## config.mk

```make
export PLATFORM = sky130hd
export DESIGN_NAME = joy_db15_tx_flat
export DESIGN_NICKNAME = d
export VERILOG_FILES = /design/src/rtl/joy_db15_if.sv /design/src/rtl/joy_db15_tx.sv /design/src/flat_wrapper.sv
export SDC_FILE = /design/constraint.sdc
export NUM_CORES = 1
export LEC_CHECK = 0
export ABC_CLOCK_PERIOD_IN_PS = 3700
export CAP_MARGIN = 15
export CORE_AREA = 2 2 105 107
export CTS_CLUSTER_DIAMETER = 100
export DETAILED_ROUTE_END_ITERATION = 16
export DIE_AREA = 0 0 107 109
export HOLD_SLACK_MARGIN = 0.06
export SLEW_MARGIN = 20
export SYNTH_ARGS = -nofsm -noshare
export SYNTH_HDL_FRONTEND = slang
export SYNTH_SLANG_ARGS = --single-unit
```

## constraint.sdc

```tcl
create_clock -name clk -period 3.7 [get_ports clk]
set_clock_uncertainty 0.05 [all_clocks]
set_input_delay 0.74 -clock clk [delete_from_list [all_inputs] [get_ports clk]]
set_output_delay 0.74 -clock clk [all_outputs]
set_load 0.01 [all_outputs]
```

## src/rtl/joy_db15_if.sv

```systemverilog
// DB15 serial link pins between a host (master) and the responder (slave).
`timescale 1ns/1ps
interface joy_db15_if;
  logic joy_clk;   // host shift clock, asynchronous to the responder clock
  logic joy_load;  // host load strobe, active-low
  logic joy_data;  // serial data, active-low (0 = pressed)

  modport master (output joy_clk, output joy_load, input  joy_data);
  modport slave  (input  joy_clk, input  joy_load, output joy_data);
endinterface

```

## src/rtl/joy_db15_tx.sv

```systemverilog
// joy_db15_tx: responder side of the DB15 serial joystick link.
// Samples two player words on the host load strobe and shifts them out
// one bit per host clock, active-low, joystick1[0] first.
// Optional build macro: JOY_DB15_TX_WATCHDOG_EN adds a stalled-host watchdog
// that raises link_idle and releases all buttons.
`timescale 1ns/1ps

// Synchronizer followed by a consecutive-sample stability filter.
module joy_db15_tx_sync_filt #(
  parameter int unsigned SYNC_STAGES = 2,
  parameter int unsigned FILT_CYCLES = 3,
  parameter logic        RST_VAL     = 1'b0
) (
  input  logic clk,
  input  logic reset_n,
  input  logic pin,
  output logic lvl
);
  localparam int unsigned CW = 4;

  logic [SYNC_STAGES-1:0] sync_q, sync_d;
  logic [CW-1:0]          cnt_q, cnt_d;
  logic                   filt_q, filt_d;
  logic                   samp;

  assign samp = sync_q[SYNC_STAGES-1];
  assign lvl  = filt_q;

  // Shift the pin into the synchronizer; move the filtered level only after
  // FILT_CYCLES consecutive samples disagree with it.
  always_comb begin
    sync_d = {sync_q[SYNC_STAGES-2:0], pin};
    filt_d = filt_q;
    cnt_d  = '0;
    if (samp != filt_q) begin
      if (cnt_q == CW'(FILT_CYCLES - 1)) begin
        filt_d = samp;
      end else begin
        cnt_d = cnt_q + CW'(1);
      end
    end
  end

  // Synchronizer and filter state.
  always_ff @(posedge clk or negedge reset_n) begin
    if (!reset_n) begin
      sync_q <= {SYNC_STAGES{RST_VAL}};
      cnt_q  <= '0;
      filt_q <= RST_VAL;
    end else begin
      sync_q <= sync_d;
      cnt_q  <= cnt_d;
      filt_q <= filt_d;
    end
  end
endmodule

module joy_db15_tx #(
  parameter int unsigned SYNC_STAGES = 2,
  parameter int unsigned FILT_CYCLES = 3,
  parameter int unsigned WD_CYCLES   = 2000000
) (
  input  logic        clk,
  input  logic        reset_n,
  input  logic [15:0] joystick1,
  input  logic [15:0] joystick2,
  joy_db15_if.slave   link,
  output logic [5:0]  shift_count,
  output logic        frame_done,
  output logic        link_idle
);
  localparam int unsigned FRAME_BITS = 32;
  localparam int unsigned CNT_W      = 6;

  typedef enum logic {ST_LOAD, ST_SHIFT} state_e;

  state_e                state_q, state_d;
  logic [FRAME_BITS-1:0] sreg_q, sreg_d;
  logic [CNT_W-1:0]      cnt_q, cnt_d;
  logic                  frame_done_q, frame_done_d;
  logic                  joy_data_q, joy_data_d;
  logic                  clk_f_prev_q;
  logic                  clk_f, load_f, clk_rise;
  logic                  idle_force;

  joy_db15_tx_sync_filt #(
    .SYNC_STAGES (SYNC_STAGES),
    .FILT_CYCLES (FILT_CYCLES),
    .RST_VAL     (1'b0)
  ) u_clk_filt (
    .clk     (clk),
    .reset_n (reset_n),
    .pin     (link.joy_clk),
    .lvl     (clk_f)
  );

  joy_db15_tx_sync_filt #(
    .SYNC_STAGES (SYNC_STAGES),
    .FILT_CYCLES (FILT_CYCLES),
    .RST_VAL     (1'b1)
  ) u_load_filt (
    .clk     (clk),
    .reset_n (reset_n),
    .pin     (link.joy_load),
    .lvl     (load_f)
  );

  assign clk_rise = clk_f & ~clk_f_prev_q;

`ifdef JOY_DB15_TX_WATCHDOG_EN
  localparam int unsigned WD_W = $clog2(WD_CYCLES + 1);

  logic [WD_W-1:0] wd_cnt_q, wd_cnt_d;
  logic            link_idle_q, link_idle_d;
  logic            load_fall;

  assign load_fall  = (state_q == ST_SHIFT) & ~load_f;
  assign idle_force = link_idle_d;
  assign link_idle  = link_idle_q;

  // Count cycles since the last load; saturate and flag idle at WD_CYCLES.
  always_comb begin
    wd_cnt_d = wd_cnt_q;
    if (load_fall) begin
      wd_cnt_d = '0;
    end else if (wd_cnt_q != WD_W'(WD_CYCLES)) begin
      wd_cnt_d = wd_cnt_q + WD_W'(1);
    end
    link_idle_d = ~load_fall & (wd_cnt_d == WD_W'(WD_CYCLES));
  end

  // Watchdog state.
  always_ff @(posedge clk or negedge reset_n) begin
    if (!reset_n) begin
      wd_cnt_q    <= '0;
      link_idle_q <= 1'b0;
    end else begin
      wd_cnt_q    <= wd_cnt_d;
      link_idle_q <= link_idle_d;
    end
  end
`else
  assign idle_force = 1'b0;
  assign link_idle  = 1'b0;
`endif

  // LOAD reloads the chain every cycle; SHIFT moves one bit per clk_f rise.
  // A load in the same cycle as a clock rise wins, and the rise is dropped.
  always_comb begin
    state_d      = load_f ? ST_SHIFT : ST_LOAD;
    sreg_d       = sreg_q;
    cnt_d        = cnt_q;
    frame_done_d = 1'b0;
    if (!load_f) begin
      sreg_d = ~{joystick2, joystick1};
      cnt_d  = '0;
    end else if ((state_q == ST_SHIFT) && clk_rise) begin
      sreg_d = {1'b1, sreg_q[FRAME_BITS-1:1]};
      if (cnt_q != CNT_W'(FRAME_BITS)) begin
        cnt_d = cnt_q + CNT_W'(1);
        if (cnt_q == CNT_W'(FRAME_BITS - 1)) begin
          frame_done_d = 1'b1;
        end
      end
    end
    if (idle_force) begin
      sreg_d = '1;
    end
    joy_data_d = sreg_q[0];
  end

  // Frame state and registered outputs.
  always_ff @(posedge clk or negedge reset_n) begin
    if (!reset_n) begin
      state_q      <= ST_SHIFT;
      sreg_q       <= '1;
      cnt_q        <= '0;
      frame_done_q <= 1'b0;
      joy_data_q   <= 1'b1;
      clk_f_prev_q <= 1'b0;
    end else begin
      state_q      <= state_d;
      sreg_q       <= sreg_d;
      cnt_q        <= cnt_d;
      frame_done_q <= frame_done_d;
      joy_data_q   <= joy_data_d;
      clk_f_prev_q <= clk_f;
    end
  end

  assign link.joy_data = joy_data_q;
  assign shift_count   = cnt_q;
  assign frame_done    = frame_done_q;
endmodule
```

## src/flat_wrapper.sv

```systemverilog
// flat-port wrapper written by rule: the top's interface ports become plain ports
module joy_db15_tx_flat 
#(
  parameter int unsigned SYNC_STAGES = 2,
  parameter int unsigned FILT_CYCLES = 3,
  parameter int unsigned WD_CYCLES   = 2000000
)
  (clk, reset_n, joystick1, joystick2, shift_count, frame_done, link_idle, link_joy_clk, link_joy_load, link_joy_data);
  joy_db15_if link_i ();
  input  logic clk;
  input  logic reset_n;
  input  logic [15:0] joystick1;
  input  logic [15:0] joystick2;
  output logic [5:0] shift_count;
  output logic frame_done;
  output logic link_idle;
  input wire logic [$bits(link_i.joy_clk)-1:0] link_joy_clk;
  input wire logic [$bits(link_i.joy_load)-1:0] link_joy_load;
  output wire logic [$bits(link_i.joy_data)-1:0] link_joy_data;
  assign link_i.joy_clk = link_joy_clk;
  assign link_i.joy_load = link_joy_load;
  assign link_joy_data = link_i.joy_data;
  joy_db15_tx #(.SYNC_STAGES(SYNC_STAGES), .FILT_CYCLES(FILT_CYCLES), .WD_CYCLES(WD_CYCLES)) u_core (.clk(clk), .reset_n(reset_n), .joystick1(joystick1), .joystick2(joystick2), .link(link_i), .shift_count(shift_count), .frame_done(frame_done), .link_idle(link_idle));
endmodule
```

# Word-level counts from Yosys, hierarchy flattened

Index checks and enable logic that the tools add are counted.

Output and inout port bits: 9
Register bits: 56
Logic and storage cells: 44

Multiplexer cells: 14
Equal/unequal tests: 8
Bitwise operators: 3
Add/subtract/negate cells: 3
Reductions and logical operators: 4

Operator list:

| cell                                                | number |
|---|---|
| two-way mux 32 bit                                  | 2 |
| NOT 32 bit                                          | 1 |
| two-way mux 6 bit                                   | 3 |
| two-way mux 4 bit                                   | 4 |
| adder 4 x 1 -> 4 bit, second input constant         | 2 |
| equality test 4 x 2 -> 1 bit, second input constant | 2 |
| adder 6 x 1 -> 6 bit, second input constant         | 1 |
| equality test 6 x 5 -> 1 bit, second input constant | 1 |
| != test 6 bit, second input constant                | 1 |
| AND reduction 2 bit                                 | 3 |
| two-way mux 1 bit                                   | 5 |
| != test 2 x 1 -> 1 bit, second input constant       | 2 |
| != test 1 bit                                       | 2 |
| bitwise AND 1 bit                                   | 1 |
| logical AND 1 bit                                   | 1 |
| NOT 1 bit                                           | 1 |

# Logic depth before layout (Yosys ltp)

Depth in word-level cells: 5
Mapped depth: 5
Gate-level depth less buffers: 5

# By module

A second synthesis with hierarchy kept.

Cell total of the unflattened synthesis: 196
Area, all modules: 2640.0 um2

By module, submodules not included:

| module                                     | seq. area each (um2) | cells each | times used | area each (um2) |
|---|---|---|---|---|
| joy_db15_tx                                | 1093.5               | 152        | 1          | 2070.7 |
| joy_db15_tx_sync_filt (u_core.u_load_filt) | 178.9                | 22         | 1          | 286.5 |
| joy_db15_tx_sync_filt (u_core.u_clk_filt)  | 175.2                | 22         | 1          | 282.8 |

# Worst setup path after synthesis

OpenSTA, ideal clock, no wires.

Path type: register to register
From: register u_core.u_load_filt.filt_q, in the netlist u_core.u_load_filt.lvl
To: register u_core.cnt_q[0], in the netlist u_core.shift_count[0]
Setup time: 69 ps
Cell stages (with the launch flop): 5
Period minus slack after synthesis: 1604 ps
Buffers on the path: 1
Setup slack: 2096 ps
Required time: 3581 ps
Arrival time: 1485 ps
Cell sequence: dfstp_2 -> buf_6 -> or4b_4 -> or3_1 -> nand3_1

Cells in the longest elaborated chain, start to end: 2
Elaborated cells between the ends (all ways): 4
Those cells by class: eq/ne (2); mux (1); reduce/logical (1)

Ends and longest elaborated chain:

| element                                 | RTL line           | source |
|---|---|---|
| from (decl)                             | joy_db15_tx.sv:23  | `logic filt_q, filt_d;` |
| from (signal assigned)                  | joy_db15_tx.sv:53  | `filt_q <= filt_d;` |
| != test 2 x 1 -> 1 bit (no source line) | n/a                |  |
| AND reduction 2 bit (no source line)    | n/a                |  |
| to (signal assigned)                    | joy_db15_tx.sv:184 | `cnt_q <= cnt_d;` |
| to (decl)                               | joy_db15_tx.sv:79  | `logic [CNT_W-1:0] cnt_q, cnt_d;` |

Parallel ways exist; a longest one is shown, timed or not.
A chain may end at the register's enable or synchronous reset.

# Worst setup path after layout

From: register u_core.cnt_q[2], in the netlist u_core.shift_count[2]
To: output port shift_count[2]

RTL lines:

| element   | RTL line           | source |
|---|---|---|
| to (decl) | flat_wrapper.sv:14 | `output logic [5:0] shift_count;` |

No word-level cell between the ends.

==> impl_metrics.py <==
metrics = {
    "outcome": {
        "status": "finished, final reports clean",
    },
    "route": {
        "avgRoutedWirePerCell_microns": 12.3,
        "vias": 1593,
        "route.final.wire_length_microns": 4670,
        "remaining_drc_errors": 0,
        "drtIter0Drc": 106,
        "via_per_inst": 4.20,
        "antenna_left": 0,
        "firstDrtPassIters": 4,
    },
    "placement": {
        "placed_cell_area_sq_um": 3150,
        "dp.cells": 371,
        "dp_slack_ns": 1.59,
        "dp_hpwl_microns": 3260,
        "gp_congestion": 0.686,
        "port_buffers": 43,
    },
    "setup_path": {
        "required_ns": 2.91,
        "cp-start-kind": "flop",
        "reg2reg_from": "u_core.state_q$_DFF_PN1_",
        "worstSetupPathType": "reg2out",
        "crit_buf_inv": 1,
        "r2r-end": "u_core.sreg_q[4]$_DFFE_PN1P_",
        "critical-path-top-delay-family": "buffers and inverters",
        "r2r_slack_ns": 1.59,
        "cpPeakStageDelay_ns": 0.58,
        "rr_worst_depth": 4,
        "crit_chain": "clkdlybuf4s50_1",
        "end_kind": "output port",
        "worstSetupPathDepth": 1,
        "worstPathMaxFanout": 6,
        "crit_path_top_delay_cell": "clkdlybuf4s50_1",
        "arrival_ns": 1.37,
    },
    "finish": {
        "final_cell_area_sq_um": 3250,
        "layout.cells.non_filler": 379,
        "drive_above_1_share": 0.209,
        "area_delta_synth_final_pct": 25.7,
        "antenna_cells": 0,
        "nets": 280,
    },
    "logic_synthesis": {
        "synth_compound_area_frac": 0.0368,
        "synth.yosys.warnings": 0,
        "yosys-top-cells-count": "mux2i_1, dfstp_2, dfrtp_1",
        "synth_edf_count": 0,
        "syn_avg_cell_area_sq_um": 13.2,
        "synth_xor_area_frac": 0.0203,
        "synth_mux_area_frac": 0.257,
        "synth_ff_type": "dfstp_2",
        "async_flop_share": 1.00,
        "synthSimpleGateAreaFrac": 0.0644,
        "netlist_instances": 196,
        "ys_types": 31,
        "synth-adder-area-share": 0.0291,
        "synthTopCellsByArea": "dfstp_2, mux2i_1, dfrtp_1",
        "synth_top_family_by_area": "multiplexers",
        "yosys.area.top_type_share": 0.376,
        "synth_largest_area_cell": "dfstp_2",
        "yosysSeqAreaShare": 0.560,
        "syn-cell-area_sq_um": 2580,
        "yosysMostFrequentCell": "mux2i_1",
        "synth_fp_nets": 238,
        "synth_seq_cells": 56,
    },
    "cts": {
        "cts.path.max_buffers": 2,
        "path_clk_slew_ns": 0.10,
        "clock_latency_ns": 0.30,
        "cts_made_buffers": 5,
        "clock-sinks": 56,
        "post_cts_resized": 0,
        "cts_max_level": 2,
        "cts_tree": "yes",
        "hold_buffers": 0,
        "post-cts-setup-buffers": 0,
        "root_buffer": "clkbuf_8",
    },
    "timing": {
        "final_max_slew_viol_count": 0,
        "max_freq_mhz": 463,
        "fin_crit_sh": 0.583,
        "min_period_ns": 2.16,
        "finalWorstSetupSlack_ns": 1.54,
        "hold_ws_ns": 0.310,
        "setup_viol_count_final": 0,
        "worst_pin_slew_ns": 0.940,
        "tns_ns": 0,
        "max_slew_margin": 0.371,
        "hold_viol_final": 0,
        "rsz0062_at_grt": "false",
    },
    "hold_path": {
        "hold_depth": 0,
        "min-delay-start": "u_core.u_clk_filt.sync_q[0]$_DFF_PN0_",
        "worstHoldEndpoint": "u_core.u_clk_filt.sync_q[1]$_DFF_PN0_",
        "hold_class": "reg2reg",
    },
    "grt": {
        "grt_pass1_vias": 1613,
        "antenna_found_initial": 0,
        "grt_pass1_wl_microns": 8050,
        "grt_use_total": 0.0878,
        "grt.overflow.total": 0,
        "grt_max_degree": 38,
    },
    "floorplanning": {
        "chipHeight_microns": 109,
        "die_x_microns": 107,
        "initial_utilization": 0.244,
        "die-area_sq_um": 11700,
        "core_sq_um": 10600,
        "ios": 45,
        "rows": 38,
    },
    "pwr": {
        "ir_drop_mv": 0.323,
        "p_leak_nw": 1.50,
        "power-per-cell-area_nw_per_um2": 706,
    },
    "flow_run": {
        "maxCapViolations": 0,
    },
}
==> metal layers <==
metal / vias up / part of all wire / GRT usage
met3: 6 / 0.063 / 0.0245
li1: 770 / - / -
met2: 44 / 0.44 / 0.127
met4: 0 / 0.011 / 0.0278
met5: - / 0 / 0
met1: 773 / 0.49 / 0.127
==> through the flow <==
stage / power (mW) / utilization
3_3_place_gp: 1.93 / 0.297
4_1_cts: 2.33 / 0.306
5_1_grt: 2.48 / 0.306
6_report: 2.29 / 0.306
2_1_floorplan: 1.76 / -
3_5_place_dp: 1.96 / 0.297
==> state kept, by name, summed over array words and instances (netlist names) <==
signal and count:
u_core.clk_f_prev_q 1, u_core.frame_done 1, u_core.link.joy_data 1, u_core.shift_count 6
u_core.sreg_q 32, u_core.state_q 1, u_core.u_clk_filt.cnt_q 4, u_core.u_clk_filt.lvl 1
u_core.u_clk_filt.sync_q 2, u_core.u_load_filt.cnt_q 4, u_core.u_load_filt.lvl 1, u_core.u_load_filt.sync_q 2
==> cells by family (layout without fill, tap and decap cells) <==
logic type / count (synthesis) / in the layout
multiplexers: 66 / 66
flip-flops: 56 / 56
AND/OR/NAND/NOR: 33 / 33
buffers and inverters: 16 / 59
AO/OA/AOI/OAI: 12 / 12
adder cells (fa/ha/maj): 6 / 6
XOR/XNOR: 6 / 6
other: 1 / 1
==> cells in the final DEF (no fill, tap or decap), drive strengths merged, types with 2 or more instances in the layout <==
master,n
buf,4
o2111ai,3
mux2i,64
xnor2,4
dfstp,37
nand2,6
dfrtp,19
nand3,6
ha,6
clkdlybuf4s50,42
clkbuf,7
mux2,2
xor2,2
or3,2
nor2,11
a21o,3
a21boi,2
inv,5
nand2b,3
==> power breakdown <==
part           leakage (nW)  internal (mW)  switching [mW]
logic                 0.808          0.411           0.335
registers             0.641          0.992           0.193
clock network        0.0534          0.174           0.189
==> layout make-up <==
cell class / count / area (sq um)
Fill cell: 1089 / 7350
Sequential cell: 56 / 1450
Multi-Input combinational cell: 124 / 1060
Timing Repair Buffer: 46 / 448
Tap cell: 140 / 175
Clock buffer: 7 / 97.6
Inverter: 5 / 18.8
Clock inverter: 1 / 5.00
==> worst max-delay path by stage <==
stage | startpoint | endpoint | slack (ns)
2_1_floorplan | u_core.u_load_filt.lvl$_DFFE_PN1P_ | u_core.shift_count[0]$_DFFE_PN0P_ | 2.10
3_3_place_gp | u_core.state_q$_DFF_PN1_ | u_core.sreg_q[9]$_DFFE_PN1P_ | 1.65
3_5_place_dp | u_core.state_q$_DFF_PN1_ | u_core.sreg_q[15]$_DFFE_PN1P_ | 1.59
4_1_cts | u_core.shift_count[2]$_DFFE_PN0P_ | shift_count[2] | 1.52
5_1_grt | u_core.u_clk_filt.lvl$_DFFE_PN0P_ | u_core.sreg_q[6]$_DFFE_PN1P_ | 1.47
6_report | u_core.shift_count[2]$_DFFE_PN0P_ | shift_count[2] | 1.54
Power figures use the tool's default switching activity.
